===== config.mk =====
export PLATFORM = sky130hd
export DESIGN_NAME = pwm_multi_flat
export DESIGN_NICKNAME = d
export VERILOG_FILES = /design/src/rtl/pwm_pkg.sv /design/src/rtl/pwm_multi_if.sv /design/src/rtl/pwm_period_counter.sv /design/src/rtl/pwm_multi.sv /design/src/flat_wrapper.sv
export SDC_FILE = /design/constraint.sdc
export NUM_CORES = 1
export LEC_CHECK = 0
export CAP_MARGIN = 10
export CORE_UTILIZATION = 65
export CTS_BUF_LIST = sky130_fd_sc_hd__clkbuf_16
export DETAILED_ROUTE_END_ITERATION = 7
export PLACE_DENSITY = 0.86
export SLEW_MARGIN = 20
export SYNTH_ARGS = -nofsm -noshare
export SYNTH_HDL_FRONTEND = slang
export SYNTH_SLANG_ARGS = --single-unit

===== constraint.sdc =====
create_clock -name clk -period 12.8 [get_ports clk]
set_clock_uncertainty 0.2 [all_clocks]
set_input_delay 3.84 -clock clk [delete_from_list [all_inputs] [get_ports clk]]
set_output_delay 3.84 -clock clk [all_outputs]
set_load 0.005 [all_outputs]

===== src/rtl/pwm_pkg.sv =====
// pwm_pkg: shared constants and helpers for the multi-channel PWM block.
//   MODE_EDGE / MODE_CENTER : alignment encodings for center_mode
//   DIR_UP / DIR_DOWN       : period counter direction encodings
//   ch_width()              : width of a channel index for a given channel count
package pwm_pkg;

    localparam logic MODE_EDGE   = 1'b0;
    localparam logic MODE_CENTER = 1'b1;
    localparam logic DIR_UP      = 1'b0;
    localparam logic DIR_DOWN    = 1'b1;

    // A single channel still needs a 1-bit index port.
    function automatic int unsigned ch_width(input int unsigned n);
        return (n > 1) ? $clog2(n) : 1;
    endfunction

endpackage


===== src/rtl/pwm_multi_if.sv =====
// pwm_multi_if: control and output bundle of the multi-channel PWM block.
//   enable        run the shared period counter; low = idle, outputs low
//   period        period value P, sampled at a period boundary
//   center_mode   0 = edge-aligned, 1 = center-aligned, sampled at a boundary
//   wr_en/wr_ch/wr_duty  duty write into a channel's shadow register
//   pwm_out       registered PWM outputs, one bit per channel
//   period_start  registered pulse in the first cycle of each period
// master = control/register side, slave = PWM generator.
interface pwm_multi_if
    import pwm_pkg::*;
#(
    parameter int unsigned WIDTH    = 8,
    parameter int unsigned CHANNELS = 4
);
    localparam int unsigned CH_W = ch_width(CHANNELS);

    logic                enable;
    logic [WIDTH-1:0]    period;
    logic                center_mode;
    logic                wr_en;
    logic [CH_W-1:0]     wr_ch;
    logic [WIDTH-1:0]    wr_duty;
    logic [CHANNELS-1:0] pwm_out;
    logic                period_start;

    modport master (
        output enable, period, center_mode, wr_en, wr_ch, wr_duty,
        input  pwm_out, period_start
    );

    modport slave (
        input  enable, period, center_mode, wr_en, wr_ch, wr_duty,
        output pwm_out, period_start
    );

endinterface


===== src/rtl/pwm_period_counter.sv =====
// pwm_period_counter: shared period counter for all PWM channels.
// Owns the counter, its direction, and the active period/mode, which are only
// reloaded at a period boundary.
//   clk, reset     clock, asynchronous active-high reset
//   enable         low holds the counter at 0 counting up (every cycle a boundary)
//   period         period value P, loaded at a boundary
//   center_mode    alignment mode, loaded at a boundary
//   count          current counter value
//   boundary       counter is 0 and counting up, or enable is low
module pwm_period_counter
    import pwm_pkg::*;
#(
    parameter int unsigned WIDTH = 8
) (
    input  logic             clk,
    input  logic             reset,
    input  logic             enable,
    input  logic [WIDTH-1:0] period,
    input  logic             center_mode,
    output logic [WIDTH-1:0] count,
    output logic             boundary
);

    localparam logic [WIDTH-1:0] ONE = WIDTH'(1);

    logic [WIDTH-1:0] count_q, count_d;
    logic [WIDTH-1:0] act_p_q, act_p_d;
    logic             dir_q, dir_d;
    logic             act_mode_q, act_mode_d;

    always_comb begin
        boundary   = !enable || (count_q == '0 && dir_q == DIR_UP);
        // The step out of a boundary cycle already uses the newly sampled P/mode.
        act_p_d    = boundary ? period : act_p_q;
        act_mode_d = boundary ? center_mode : act_mode_q;
        count_d    = count_q;
        dir_d      = dir_q;

        if (!enable) begin
            count_d = '0;
            dir_d   = DIR_UP;
        end else if (act_mode_d == MODE_EDGE) begin
            dir_d   = DIR_UP;
            count_d = (count_q >= act_p_d) ? '0 : count_q + ONE;
        end else if (dir_q == DIR_UP) begin
            if (count_q < act_p_d) begin
                count_d = count_q + ONE;
            end else if (act_p_d > ONE) begin
                // Peak reached: P is visited once, descent starts at P-1.
                count_d = act_p_d - ONE;
                dir_d   = DIR_DOWN;
            end else begin
                // P<=1 has no descending leg.
                count_d = '0;
            end
        end else begin
            if (count_q <= ONE) begin
                count_d = '0;
                dir_d   = DIR_UP;
            end else begin
                count_d = count_q - ONE;
            end
        end
    end

    always_ff @(posedge clk or posedge reset) begin
        if (reset) begin
            count_q    <= '0;
            dir_q      <= DIR_UP;
            act_p_q    <= '0;
            act_mode_q <= MODE_EDGE;
        end else begin
            count_q    <= count_d;
            dir_q      <= dir_d;
            act_p_q    <= act_p_d;
            act_mode_q <= act_mode_d;
        end
    end

    assign count = count_q;

endmodule


===== src/rtl/pwm_multi.sv =====
// pwm_multi: multi-channel PWM generator with a shared period counter.
// Each channel has a shadow duty (written any time) and an active duty that is
// refreshed from the shadow only at a period boundary, so a period never glitches.
//   clk, reset   clock, asynchronous active-high reset
//   bus          pwm_multi_if slave: enable, period, center_mode, duty writes in;
//                pwm_out and period_start out (both registered)
module pwm_multi
    import pwm_pkg::*;
#(
    parameter int unsigned WIDTH    = 8,
    parameter int unsigned CHANNELS = 4
) (
    input logic          clk,
    input logic          reset,
    pwm_multi_if.slave   bus
);

    localparam int unsigned CH_W = ch_width(CHANNELS);

    logic [WIDTH-1:0]    count;
    logic                boundary;
    logic [WIDTH-1:0]    shadow_q [CHANNELS];
    logic [WIDTH-1:0]    shadow_d [CHANNELS];
    logic [WIDTH-1:0]    active_q [CHANNELS];
    logic [WIDTH-1:0]    active_d [CHANNELS];
    logic [CHANNELS-1:0] cmp;
    logic [CHANNELS-1:0] pwm_q;
    logic                start_q;

    pwm_period_counter #(
        .WIDTH (WIDTH)
    ) u_counter (
        .clk         (clk),
        .reset       (reset),
        .enable      (bus.enable),
        .period      (bus.period),
        .center_mode (bus.center_mode),
        .count       (count),
        .boundary    (boundary)
    );

    // A write in the boundary cycle lands in the shadow and is picked up as the
    // active duty in the same cycle, so it governs the period that starts here.
    // Out-of-range channel indices never match and are dropped.
    always_comb begin
        for (int i = 0; i < CHANNELS; i++) begin
            shadow_d[i] = shadow_q[i];
            if (bus.wr_en && bus.wr_ch == CH_W'(i)) begin
                shadow_d[i] = bus.wr_duty;
            end
            active_d[i] = boundary ? shadow_d[i] : active_q[i];
            cmp[i]      = count < active_d[i];
        end
    end

    always_ff @(posedge clk or posedge reset) begin
        if (reset) begin
            for (int i = 0; i < CHANNELS; i++) begin
                shadow_q[i] <= '0;
                active_q[i] <= '0;
            end
            pwm_q   <= '0;
            start_q <= 1'b0;
        end else begin
            for (int i = 0; i < CHANNELS; i++) begin
                shadow_q[i] <= shadow_d[i];
                active_q[i] <= active_d[i];
            end
            pwm_q   <= bus.enable ? cmp : '0;
            start_q <= bus.enable && boundary;
        end
    end

    assign bus.pwm_out      = pwm_q;
    assign bus.period_start = start_q;

endmodule


===== src/flat_wrapper.sv =====
// flat-port wrapper written by rule: the top's interface ports become plain ports
module pwm_multi_flat import pwm_pkg::*;
#(
    parameter int unsigned WIDTH    = 8,
    parameter int unsigned CHANNELS = 4
)
  (clk, reset, bus_enable, bus_period, bus_center_mode, bus_wr_en, bus_wr_ch, bus_wr_duty, bus_pwm_out, bus_period_start);
  pwm_multi_if #(.WIDTH(WIDTH), .CHANNELS(CHANNELS)) bus_i ();
  input logic clk;
  input logic reset;
  input wire logic [$bits(bus_i.enable)-1:0] bus_enable;
  input wire logic [$bits(bus_i.period)-1:0] bus_period;
  input wire logic [$bits(bus_i.center_mode)-1:0] bus_center_mode;
  input wire logic [$bits(bus_i.wr_en)-1:0] bus_wr_en;
  input wire logic [$bits(bus_i.wr_ch)-1:0] bus_wr_ch;
  input wire logic [$bits(bus_i.wr_duty)-1:0] bus_wr_duty;
  output wire logic [$bits(bus_i.pwm_out)-1:0] bus_pwm_out;
  output wire logic [$bits(bus_i.period_start)-1:0] bus_period_start;
  assign bus_i.enable = bus_enable;
  assign bus_i.period = bus_period;
  assign bus_i.center_mode = bus_center_mode;
  assign bus_i.wr_en = bus_wr_en;
  assign bus_i.wr_ch = bus_wr_ch;
  assign bus_i.wr_duty = bus_wr_duty;
  assign bus_pwm_out = bus_i.pwm_out;
  assign bus_period_start = bus_i.period_start;
  pwm_multi #(.WIDTH(WIDTH), .CHANNELS(CHANNELS)) u_core (.clk(clk), .reset(reset), .bus(bus_i));
endmodule

== Word level (Yosys, flattened, before mapping) ==
Cells that the tools add are included.

* $add $sub $neg: 3
* Bitwise operators: 1
* Reductions and logical operators: 10
* Magnitude comparators: 8
* Muxes and demuxes: 24
* Equal/unequal tests: 3

{| class="wikitable"
|+ Operators with widths
! cell !! number
|-
| $mux 8 || 16
|-
| $lt 8x8->1 || 5
|-
| $sub 8x1->8 const B || 2
|-
| $add 8x1->8 const B || 1
|-
| $ge 8x8->1 || 1
|-
| $gt 8x1->1 const B || 1
|-
| $le 8x1->1 const B || 1
|-
| $logic_not 8->1 || 1
|-
| $mux 1 || 7
|-
| $logic_and 1x1->1 || 6
|-
| $eq 2x2->1 const B || 2
|-
| $mux 4 || 1
|-
| $eq 2x1->1 const B || 1
|-
| $logic_not 2->1 || 1
|-
| $logic_not 1->1 || 1
|-
| $logic_or 1x1->1 || 1
|-
| $not 1->1 || 1
|}

* Output and inout bits: 5
* Logic and storage cells: 63
* Register bits: 87
* Bits of input ports: 23

== Depth between registers and ports, before layout ==
Gate-level depths: netlist of the first run.

* Depth in word-level cells: 10
* Gate-level depth with buffers: 19
* Mapped depth without buffers: 15

== By module ==
A second synthesis of the first run with hierarchy kept.

* Cells, all modules: 539
* Area, all modules: 5218.8 um^2

{| class="wikitable"
|+ Modules (own cells, without submodules)
! module !! instances !! seq. area each (um^2) !! area an instance (um^2) !! cells an instance
|-
| pwm_multi || 1 || 1726.7 || 3447.1 || 325
|-
| pwm_period_counter || 1 || 450.4 || 1771.7 || 214
|}

== Worst setup path after synthesis of the first run ==
No wires, ideal clock.

* Kind: input port to flip-flop
* Start: input port bus_enable
* End: register u_core.u_counter.count_q[2], in the netlist u_core.u_counter.count[2]
* Arrival time: 6673 ps
* Setup time: 123 ps
* Setup slack: 5804 ps
* Cell stages on the path: 15
* Path buffers: 4
* Path through: clkbuf_1 > o21ai_2 > buf_2 > clkbuf_1 > nand2_1 > nand2_1 > inv_1 > ha_1 > nand3_1 > o41ai_1 > o211ai_1 > o211a_4 > buf_2 > a221oi_2 > o2bb2ai_1

* Word-level cells in the longest chain between the ends: 9
* Elaborated cells on any way between the ends: 14
* Classes of those cells: 1 x add/sub; 3 x order compare; 8 x mux; 2 x reduce/logical

{| class="wikitable"
|+ Ends and longest elaborated chain
! element !! line !! source
|-
| from (decl) || flat_wrapper.sv:11 || <nowiki>input wire logic [$bits(bus_i.enable)-1:0] bus_enable;</nowiki>
|-
| $logic_not 1->1 * || - ||
|-
| $logic_or 1x1->1 * || pwm_period_counter.sv:32 || <nowiki>boundary = !enable || (count_q == '0 && dir_q == DIR_UP);</nowiki>
|-
| $mux 8 * || pwm_period_counter.sv:34 || <nowiki>act_p_d = boundary ? period : act_p_q;</nowiki>
|-
| via u_core.u_counter.act_p_d[7] || pwm_period_counter.sv:27 || <nowiki>logic [WIDTH-1:0] act_p_q, act_p_d;</nowiki>
|-
| $gt 8x1->1 || pwm_period_counter.sv:48 || <nowiki>end else if (act_p_d > ONE) begin</nowiki>
|-
| $mux 8 || pwm_period_counter.sv:48 ||
|-
| $mux 8 || pwm_period_counter.sv:46 || <nowiki>if (count_q < act_p_d) begin</nowiki>
|-
| $mux 8 || pwm_period_counter.sv:45 || <nowiki>end else if (dir_q == DIR_UP) begin</nowiki>
|-
| $mux 8 * || pwm_period_counter.sv:42 || <nowiki>end else if (act_mode_d == MODE_EDGE) begin</nowiki>
|-
| $mux 8 * || pwm_period_counter.sv:39 || <nowiki>if (!enable) begin</nowiki>
|-
| via u_core.u_counter.count_d[2] || pwm_period_counter.sv:26 || <nowiki>logic [WIDTH-1:0] count_q, count_d;</nowiki>
|-
| to (signal assigned) || pwm_period_counter.sv:73 || <nowiki>count_q <= count_d;</nowiki>
|-
| to (decl) || pwm_period_counter.sv:26 ||
|}

The timed path passes the listed nets; every way through them passes the cells marked *.

== Worst setup path after layout of the first run ==
* Start: input port bus_enable
* End: register u_core.u_counter.dir_q

* Word-level cells in the longest chain between the ends: 9
* Elaborated cells on any way between the ends: 11
* Classes of those cells: 2 x order compare; 7 x mux; 2 x reduce/logical

{| class="wikitable"
|+ Ends and longest elaborated chain
! element !! line !! source
|-
| $logic_not 1->1 || - ||
|-
| $logic_or 1x1->1 || pwm_period_counter.sv:32 ||
|-
| $mux 8 || pwm_period_counter.sv:34 ||
|-
| $gt 8x1->1 || pwm_period_counter.sv:48 ||
|-
| $mux 1 || pwm_period_counter.sv:48 ||
|-
| $mux 1 || pwm_period_counter.sv:46 ||
|-
| $mux 1 || pwm_period_counter.sv:45 ||
|-
| $mux 1 || pwm_period_counter.sv:42 ||
|-
| $mux 1 * || pwm_period_counter.sv:39 ||
|-
| via u_core.u_counter.dir_d || pwm_period_counter.sv:28 || <nowiki>logic dir_q, dir_d;</nowiki>
|-
| to (signal assigned) || pwm_period_counter.sv:74 || <nowiki>dir_q <= dir_d;</nowiki>
|-
| to (decl) || pwm_period_counter.sv:28 ||
|}

Marks and branches as above.

==> results of run 1 <==
cells by family (layout without fill, tap and decap cells):
| group | Yosys count | after routing |
|---|---|---|
| AO/OA/AOI/OAI | 97 | 97 |
| AND/OR/NAND/NOR | 145 | 145 |
| flip-flops | 87 | 87 |
| adder cells (fa/ha/maj) | 36 | 36 |
| multiplexers | 48 | 48 |
| buffers and inverters | 61 | 85 |
| XOR/XNOR | 20 | 20 |
worst reg2reg max path: stages, from the launching register on:
cell and delay [ns]:
dfrtp_1 0.50, inv_1 0.26, ha_1 0.20, or4b_1 0.57, o21a_4 0.33, mux2i_1 0.34, ha_1 0.23, nand3_1 0.14
o41ai_1 0.54, o211ai_1 0.21, o211a_4 0.37, or3_1 0.36, a21oi_1 0.15
layout make-up:
type / count / area, sq um
clock buffer: 9 / 225
clock inverter: 6 / 86.3
fill: 513 / 1710
inverter: 41 / 155
multi-input combinational: 346 / 2600
sequential: 87 / 2180
tap: 99 / 124
timing repair buffer: 29 / 289
state kept, by name, summed over array words and instances (netlist names):
signal	count
u_core.active_q	32
u_core.shadow_q	32
u_core.u_counter.act_p_q	8
u_core.u_counter.count	8
u_core.bus.pwm_out	4
u_core.bus.period_start	1
u_core.u_counter.act_mode_q	1
u_core.u_counter.dir_q	1
per-layer routing:
| metal | global-route usage, % | vias up | share of wire [%] |
|---|---|---|---|
| met5 | 0 | - | 0 |
| met4 | 12.2 | 0 | 3.4 |
| met3 | 6.18 | 37 | 7.0 |
| met2 | 50.5 | 171 | 49 |
| met1 | 39.8 | 1898 | 41 |
| li1 | - | 1780 | - |
power groups by stage:
stage / Combinational [mW] / Clock (mW) / Sequential, mW
final: 0.563 / 0.274 / 0.444
after detailed placement: 0.543 / 0 / 0.447
after global routing: 0.627 / 0.288 / 0.454
after CTS: 0.559 / 0.277 / 0.442
after floorplan: 0.434 / 0 / 0.409
after global placement: 0.515 / 0 / 0.441
Yosys cell counts (3+ instances only):
library cell / n / share of area, %
nand2_1: 29 / 2.2
a31oi_1: 4 / 0.50
and4_1: 4 / 0.70
nor2_1: 18 / 1.3
nand2b_1: 35 / 4.4
o2bb2ai_1: 3 / 0.52
o211ai_1: 6 / 0.90
nor2b_1: 5 / 0.62
o21ai_0: 43 / 4.3
mux2_2: 39 / 8.8
ha_1: 36 / 9.0
and3_1: 7 / 0.87
inv_1: 41 / 3.1
buf_2: 5 / 0.50
xnor2_1: 15 / 2.6
nand4b_1: 3 / 0.52
nor4_1: 3 / 0.37
nand3_1: 14 / 1.4
dfrtp_1: 87 / 43
nor3_1: 12 / 1.2
nand3b_1: 3 / 0.45
or3_1: 4 / 0.50
a21oi_1: 13 / 1.3
xor2_1: 5 / 0.87
mux2i_1: 8 / 1.6
clkbuf_1: 13 / 0.97
stage by stage:
step	setup slack [ns]	std cells	util, %	area [sq um]	power, mW
floorplan	5.80	494	-	5010	0.843
global placement	5.46	602	72.5	5340	0.956
detailed placement	5.29	602	72.5	5340	0.990
CTS	5.56	617	76.7	5660	1.28
global route	5.32	617	76.8	5660	1.37
finish	5.48	617	76.8	5660	1.28
worst min path at each step:
| stage | end | start | slack, ns |
|---|---|---|---|
| floorplan | u_core.shadow_q[10] | u_core.shadow_q[10] | 0.26 |
| global placement | u_core.shadow_q[6] | u_core.shadow_q[6] | 0.27 |
| detailed placement | u_core.shadow_q[7] | u_core.shadow_q[7] | 0.28 |
| CTS | u_core.shadow_q[7] | u_core.shadow_q[7] | 0.29 |
| global route | u_core.shadow_q[7] | u_core.shadow_q[7] | 0.31 |
| finish | u_core.shadow_q[7] | u_core.shadow_q[7] | 0.29 |
cell usage in the layout (no fill, tap or decap), drive strengths merged, types with 3 or more instances in the layout:
cell / netlist / layout
nor2: 18 / 18
ha: 36 / 36
nand4b: 3 / 3
clkbuf: 13 / 9
nor2b: 5 / 5
mux2: 40 / 40
dfrtp: 87 / 87
o21ai: 44 / 44
inv: 41 / 40
and4: 4 / 4
a31oi: 4 / 4
o211ai: 6 / 6
nand3b: 3 / 3
or3: 4 / 4
xor2: 5 / 5
nand2: 29 / 29
and3: 7 / 7
clkinv: 0 / 5
a21oi: 13 / 13
o2bb2ai: 3 / 3
nor3: 12 / 12
nand3: 14 / 14
mux2i: 8 / 8
clkdlybuf4s50: 0 / 27
nor4: 3 / 3
xnor2: 15 / 15
nand2b: 35 / 35
==> flow_summary.toml, run 1 <==
[outcome]
outcome = "complete, no violations"

[drt]
drtIter0Drc = 281
detail_route.wl_per_cell_um = 18.8
post-route-drc-count = 0
dr_total_vias = 3886
ant_nets = 0
wl_mm = 11.6
viasPerCell = 6.30
drt-pass1-iter-count = 5

[worst_setup_path]
ff2ff_path_depth = 12
critPathLaunchType = "input port"
worstPathCellList = "clkdlybuf4s50_1 > o21a_4 > mux2i_1 > ha_1 > nand3_1 > o41ai_1 > o211ai_1 > o211a_4 > or3_1 > a21oi_1"
crit_path_top_delay_cell = "clkdlybuf4s50_1"
reg2reg_from = "u_core.u_counter.count[0]"
worst-path-stages = 10
cp.arrival_ns = 7.37
cp_num_buf_inv = 1
path_class = "in -> reg"
startpoint = "bus_enable"
regToRegSetupSlack_ns = 8.33
cp-endpoint = "u_core.u_counter.dir_q"
slowest_delay_ns = 0.80
cp_data_required_time_ns = 12.85
critPathTopFamily = "compound AO/OA/AOI/OAI gates"
crit_fanout = 16
timing.rr.end = "u_core.u_counter.dir_q"
worstSetupEndpointType = "register"

[timing]
post-route-period-util_pct = 57.2
max_freq_mhz = 137
rsz0062_at_grt = "no"
fin_setup_tns_ns = 0
setup_viol = 0
hold-worst-slack_ns = 0.293
drv_slew = 0
min_period_ns = 7.32
hold_viol_final = 0
tightest_slew_ns = 0.895
slew_headroom_pct = 40.1

[logic_synthesis]
synth_cell_types = 58
synth_compound_area_share_pct = 12.7
async_flop_share_pct = 100
avgSynthCellArea_sq_um = 10.2
synth_top_family_by_area = "simple AND/OR/NAND/NOR gates"
ys_ff_latch = 87
synth_area_sq_um = 5010
synth_edf_count = 0
synthSimpleGateAreaFrac_pct = 15.9
syn_nets = 553
yosysWarnings = 0
seq_area_frac_synth_pct = 43.4
synth_flop_cell = "dfrtp_1"
synth_xor_area_share_pct = 3.49
muxShareOfSynthArea_pct = 10.7
synthAdderAreaFrac_pct = 8.98
netlist_instances = 494

[grt]
grt_pass1_vias = 3933
grt_pass1_wl_mm = 19.4
grt.total_usage_pct = 30.6
antenna_found_initial = 0
overflow = 0
grt_start_max_net_pins = 88

[cells_and_area]
area_growth_pct = 12.8
nNetsFinal = 573
drive_above_1_share_pct = 13.1
diodes = 0

[pwr]
power.internal_uw = 779
seqPwrFrac_pct = 34.7
ir_drop_v = 0.000104
combPwrFrac_pct = 43.9
clkPwrFrac_pct = 21.4
p_leak_nw = 2.58
swShare_pct = 39.3
powerDensity_nw_per_um2 = 227
p_sw_uw = 503

[die]
die_h_um = 89.8
core_area_sq_um = 7370
rows = 31
die_x_um = 89.8
die-area_sq_um = 8070
start_util_pct = 68.0
num_io_pins = 28

[clocking]
numCtsBuffers = 9
post_cts_buffers = 0
clockRootBuffer = "clkbuf_16"
cts-resized-gates = 0
ctsHtreeMaxLevel = 3
hold_buffers = 0
clockBufferDepth = 2
cts_tree = "yes"
worstSkewPairLatency_ns = 0.34
clk_pin_slew_worst_paths_ns = 0.06
clock_sinks = 87

[placement]
place.gp.congestion = 0.941
portBuffers = 27
dp_hpwl_mm = 7.89

[run]
drv_cap = 0

[worst_hold_path]
hp-class = "reg -> reg"
whs_path_depth = 1
No activity file was read; power rests on OpenSTA's default activity.
==> run 2, diff against run 1 <==
Settings changed: CORE_UTILIZATION 65 to 54, PLACE_DENSITY 0.86 to 0.76.
Clock period 12.8 ns to 6.1 ns, I/O delays scaled along.
==> run 2 against run 1 <==
Effect of this change:
- the flow now finishes with violations (DRC)
- non-clock buffer count grew 1
- worst setup slack lost 4.5 ns
- first-iteration DRC count shrank 38%
- critical path type unchanged
==> flow_summary.toml, run 2 (synthesis results as in run 1) <==
[outcome]
outcome = "complete, but fails checks"
violations = "DRC"

[cells_and_area]
diodes = 0
largest_registers = "u_core.active_q (32), u_core.shadow_q (32)"
drive_above_1_share_pct = 13.5
area_growth_pct = 12.9
layout.cells.non_filler = 628
final_cell_mix = "dfrtp_1, o21ai_0, inv_1"
stdcell_area_sq_um = 5660
nNetsFinal = 574
final_util_pct = 64.0
layout_commonest_cell = "dfrtp_1"

[die]
die_x_um = 98.4
rows = 34
core_area_sq_um = 8850
start_util_pct = 56.7
die_h_um = 98.4
die-area_sq_um = 9680
num_io_pins = 28

[worst_setup_path]
worstPathCellList = "clkdlybuf4s50_1 > o21a_4 > mux2i_1 > ha_1 > nand3_1 > o41ai_1 > o2111ai_1 > o2bb2ai_1 > a21oi_1 > o22ai_1"
regToRegSetupSlack_ns = 1.41
ff2ff_path_depth = 14
cp-endpoint = "u_core.u_counter.count[0]"
cp.arrival_ns = 5.12
slowest_delay_ns = 0.73
cp_num_buf_inv = 1
worst-path-stages = 10
startpoint = "bus_enable"
worstSetupEndpointType = "register"
timing.rr.end = "u_core.u_counter.count[0]"
critPathLaunchType = "input port"
cp_data_required_time_ns = 6.11
reg2reg_from = "u_core.u_counter.count[0]"
path_class = "in -> reg"
crit_fanout = 14
crit_path_top_delay_cell = "clkdlybuf4s50_1"
critPathTopFamily = "compound AO/OA/AOI/OAI gates"

[pwr]
p_leak_nw = 2.58
ir_drop_v = 0.000190
clkPwrFrac_pct = 20.8
powerDensity_nw_per_um2 = 461
p_sw_mw = 1.02
seqPwrFrac_pct = 35.6
power.internal_mw = 1.59
swShare_pct = 39.2
combPwrFrac_pct = 43.6

[drt]
wl_mm = 11.0
dr_total_vias = 3734
detail_route.wl_per_cell_um = 17.5
drt-pass1-iter-count = 7
drtIter0Drc = 173
ant_nets = 0
post-route-drc-count = 2
viasPerCell = 5.95

[clocking]
clock_sinks = 87
hold_buffers = 0
ctsHtreeMaxLevel = 3
clockRootBuffer = "clkbuf_16"
clockBufferDepth = 2
clk_pin_slew_worst_paths_ns = 0.07
worstSkewPairLatency_ns = 0.33
cts-resized-gates = 0
post_cts_buffers = 0
numCtsBuffers = 9
cts_tree = "yes"

[worst_hold_path]
hp-class = "reg -> reg"
whs_path_depth = 1

[timing]
worst_slack_ns = 0.988
min_period_ns = 5.11
fin_setup_tns_ns = 0
max_freq_mhz = 196
post-route-period-util_pct = 83.8
slew_headroom_pct = 40.6
setup_viol = 0
drv_slew = 0
hold_viol_final = 0
rsz0062_at_grt = "no"
tightest_slew_ns = 0.889

[placement]
place_ws_ns = 0.738
portBuffers = 27
dp_hpwl_mm = 7.90
place.gp.congestion = 0.932
dp_cells = 612
dpl_cell_area_sq_um = 5360

[run]
drv_cap = 0

[grt]
grt_pass1_vias = 3720
overflow = 0
grt_pass1_wl_mm = 18.5
antenna_found_initial = 0
grt_start_max_net_pins = 52
grt.total_usage_pct = 24.6
==> run 2: area by class of cell <==
type,count,area (sq um)
clock inverter,7,73.8
multi-input combinational,346,2600
sequential,87,2180
timing repair buffer,30,293
fill,716,3190
inverter,41,155
tap,108,135
clock buffer,9,225
==> run 2: worst reg2reg max path, stage by stage, from the launching register on <==
cell and delay [ns]:
dfrtp_1 0.48, inv_1 0.26, ha_1 0.18, or4b_1 0.55
o21ai_4 0.66, nand2_1 0.13, nand2_1 0.13, inv_1 0.05
ha_1 0.33, nand3_1 0.12, o41ai_1 0.46, o2111ai_1 0.38
o2bb2ai_1 0.31, a21oi_1 0.22, o22ai_1 0.10
==> run 2: power by group through the flow <==
stage	clock network [mW]	registers, mW	logic (mW)
finish	0.543	0.928	1.14
global route	0.584	0.953	1.29
CTS	0.556	0.926	1.14
detailed placement	0	0.937	1.12
global placement	0	0.928	1.08
floorplan	0	0.859	0.910
==> run 2: per-layer routing <==
layer | GRT usage, % | vias up | part of all wire (%)
li1 | - | 1781 | -
met1 | 32.4 | 1844 | 45
met2 | 41.3 | 87 | 48
met3 | 3.72 | 22 | 4.3
met4 | 8.96 | 0 | 2.3
met5 | 0 | - | 0
==> run 2: worst min-delay path by stage <==
stage	startpoint	to	slack (ns)
detailed placement	u_core.shadow_q[6]	u_core.shadow_q[6]	0.28
global route	u_core.shadow_q[5]	u_core.shadow_q[5]	0.31
finish	u_core.shadow_q[20]	u_core.shadow_q[20]	0.29
floorplan	u_core.shadow_q[10]	u_core.shadow_q[10]	0.26
CTS	u_core.shadow_q[6]	u_core.shadow_q[6]	0.29
global placement	u_core.shadow_q[10]	u_core.shadow_q[10]	0.27
==> run 2: stage by stage <==
step | power (mW) | hold slack, ns
6_report | 2.61 | 0.293
5_1_grt | 2.82 | 0.306
4_1_cts | 2.62 | 0.293
3_5_place_dp | 2.06 | 0.279
3_3_place_gp | 2.01 | 0.275
2_1_floorplan | 1.77 | 0.264
==> run 3, diff against run 2 <==
Clock period 6.1 ns to 4.25 ns, I/O delays scaled along.
==> run 3 against run 2 <==
Effect of this change:
- the run still ends with DRC left
- global-route usage increased by 1.4 points
- count of clock-buffer cells in the layout unchanged
- die area unchanged
- sequential share of layout area decreased by 1.5 points
- register-to-register slack got worse by 1.1 ns
- non-clock buffer count increased by 27
- cell area increased by 4.1%
- core utilization increased by 2.6 points
- sequential power increased by 35%
- routed wire length increased by 6.7%
- worst setup slack got worse by 0.78 ns
- combinational power increased by 67%
- critical path type unchanged
- largest cell class unchanged
- largest power group unchanged
==> flow_summary.toml, run 3 (synthesis results as in run 1) <==
[worst_setup_path]
timing.rr.end = "u_core.u_counter.dir_q"
crit_fanout = 12
path_class = "in -> reg"
worstPathCellList = "clkdlybuf4s50_1 > buf_4 > o21ai_4 > nand2_1 > nand2_1 > inv_1 > ha_1 > nand3_1 > o41ai_2 > o211ai_1 > o211a_4 > or3_1 > a21oi_1"
reg2reg_from = "u_core.u_counter.count[0]"
path_common_cell = "nand2_1"
cp_data_required_time_ns = 4.31
regToRegSetupSlack_ns = 0.34
critPathLaunchType = "input port"
worstSetupEndpointType = "register"
slowest_delay_ns = 0.48
ff2ff_path_depth = 14
cp.arrival_ns = 4.10
crit_path_top_delay_cell = "clkdlybuf4s50_1"

[die]
rows = 34
num_io_pins = 28
core_area_sq_um = 8850
die_h_um = 98.4
die-area_sq_um = 9680
die_x_um = 98.4
start_util_pct = 56.7

[timing]
min_period_ns = 4.04
hold-worst-slack_ns = 0.289
max_freq_mhz = 247
hold_viol_final = 0
drv_slew = 0
post-route-period-util_pct = 95.1
setup_viol = 0
tightest_slew_ns = 0.660
slew_headroom_pct = 55.9
fin_setup_tns_ns = 0
rsz0062_at_grt = "no"

[worst_hold_path]
whs_path_depth = 1
hold_end = "u_core.shadow_q[11]"
hp-class = "reg -> reg"
worstHoldStart = "u_core.shadow_q[11]"

[cells_and_area]
nNetsFinal = 601
area_growth_pct = 17.5
fill_cells = 687
drive_above_1_share_pct = 17.9
final_cell_mix = "dfrtp_1, o21ai_0, inv_1"
layout.cells.non_filler = 655
diodes = 0
layout_commonest_cell = "dfrtp_1"
final_util_pct = 66.6
largest_registers = "u_core.active_q (32), u_core.shadow_q (32)"

[clocking]
clockBufferDepth = 2
clockRootBuffer = "clkbuf_16"
cts_tree = "yes"
cts-resized-gates = 0
ctsHtreeMaxLevel = 3
clk_pin_slew_worst_paths_ns = 0.06
hold_buffers = 0
worstSkewPairLatency_ns = 0.33
numCtsBuffers = 9
post_cts_buffers = 0
clock_sinks = 87

[grt]
grt_pass1_vias = 3883
grt_pass1_wl_mm = 19.5
overflow = 0
grt.total_usage_pct = 26.0
antenna_found_initial = 0
grt_start_max_net_pins = 63

[drt]
ant_nets = 0
viasPerCell = 5.90
post-route-drc-count = 1
dr_total_vias = 3864
wl_mm = 11.7
drtIter0Drc = 210
drt-pass1-iter-count = 8
detail_route.wl_per_cell_um = 17.9

[placement]
portBuffers = 27
dp_hpwl_mm = 8.30
dp_cells = 639
place.gp.congestion = 0.916

[outcome]
violations = "DRC"
outcome = "complete, but fails checks"

[pwr]
ir_drop_v = 0.000312
p_total_mw = 3.93
p_leak_nw = 2.72
powerDensity_nw_per_um2 = 668

[run]
drv_cap = 0
run 3: power by group:
group | total (mW) | internal, mW | switching (mW)
Sequential | 1.25 | 1.12 | 0.136
Combinational | 1.90 | 0.824 | 1.07
Clock | 0.783 | 0.456 | 0.327
Total | 3.93 | 2.40 | 1.54
run 3: worst max path at each step:
stage                                    startpoint                   endpoint  depth (start not counted)
after global placement                   bus_enable     u_core.u_counter.dir_q                         13
after CTS                                bus_enable     u_core.u_counter.dir_q                         13
final                                    bus_enable     u_core.u_counter.dir_q                         13
after global routing                     bus_enable     u_core.u_counter.dir_q                         13
after detailed placement                 bus_enable     u_core.u_counter.dir_q                         13
after floorplan           u_core.u_counter.count[1]  u_core.u_counter.count[2]                         18
run 3: layer usage:
layer,global-route usage [%],part of all wire (%)
met1,34.7,45
met2,42.8,47
met3,4.44,4.8
met4,9.53,2.8
met5,0,0
run 3: layout make-up:
type                    count  area [sq um]  share of cell area, %
clock inverters             7          71.3                   1.21
multi-input cells         346          2610                   44.3
clock buffers               9           225                   3.82
flip-flops and latches     87          2180                   36.9
well taps                 108           135                   2.29
inverters                  41           155                   2.63
repair buffers             57           520                   8.83
run 3: worst max-delay path: cells and delay by family:
kind	cells	cell delay, ns
adders and majority gates	1	0.30
and+or+nand+nor	4	0.71
buffers and inverters	3	0.73
AOI/OAI and AO/OA	5	1.06
run 3: per-stage QoR:
stage               setup WS (ns)  area (sq um)
global placement           0.0651          5600
floorplan                  0.0113          5030
detailed placement        -0.0492          5600
CTS                         0.267          5890
finish                      0.209          5890
global route               0.0911          5890
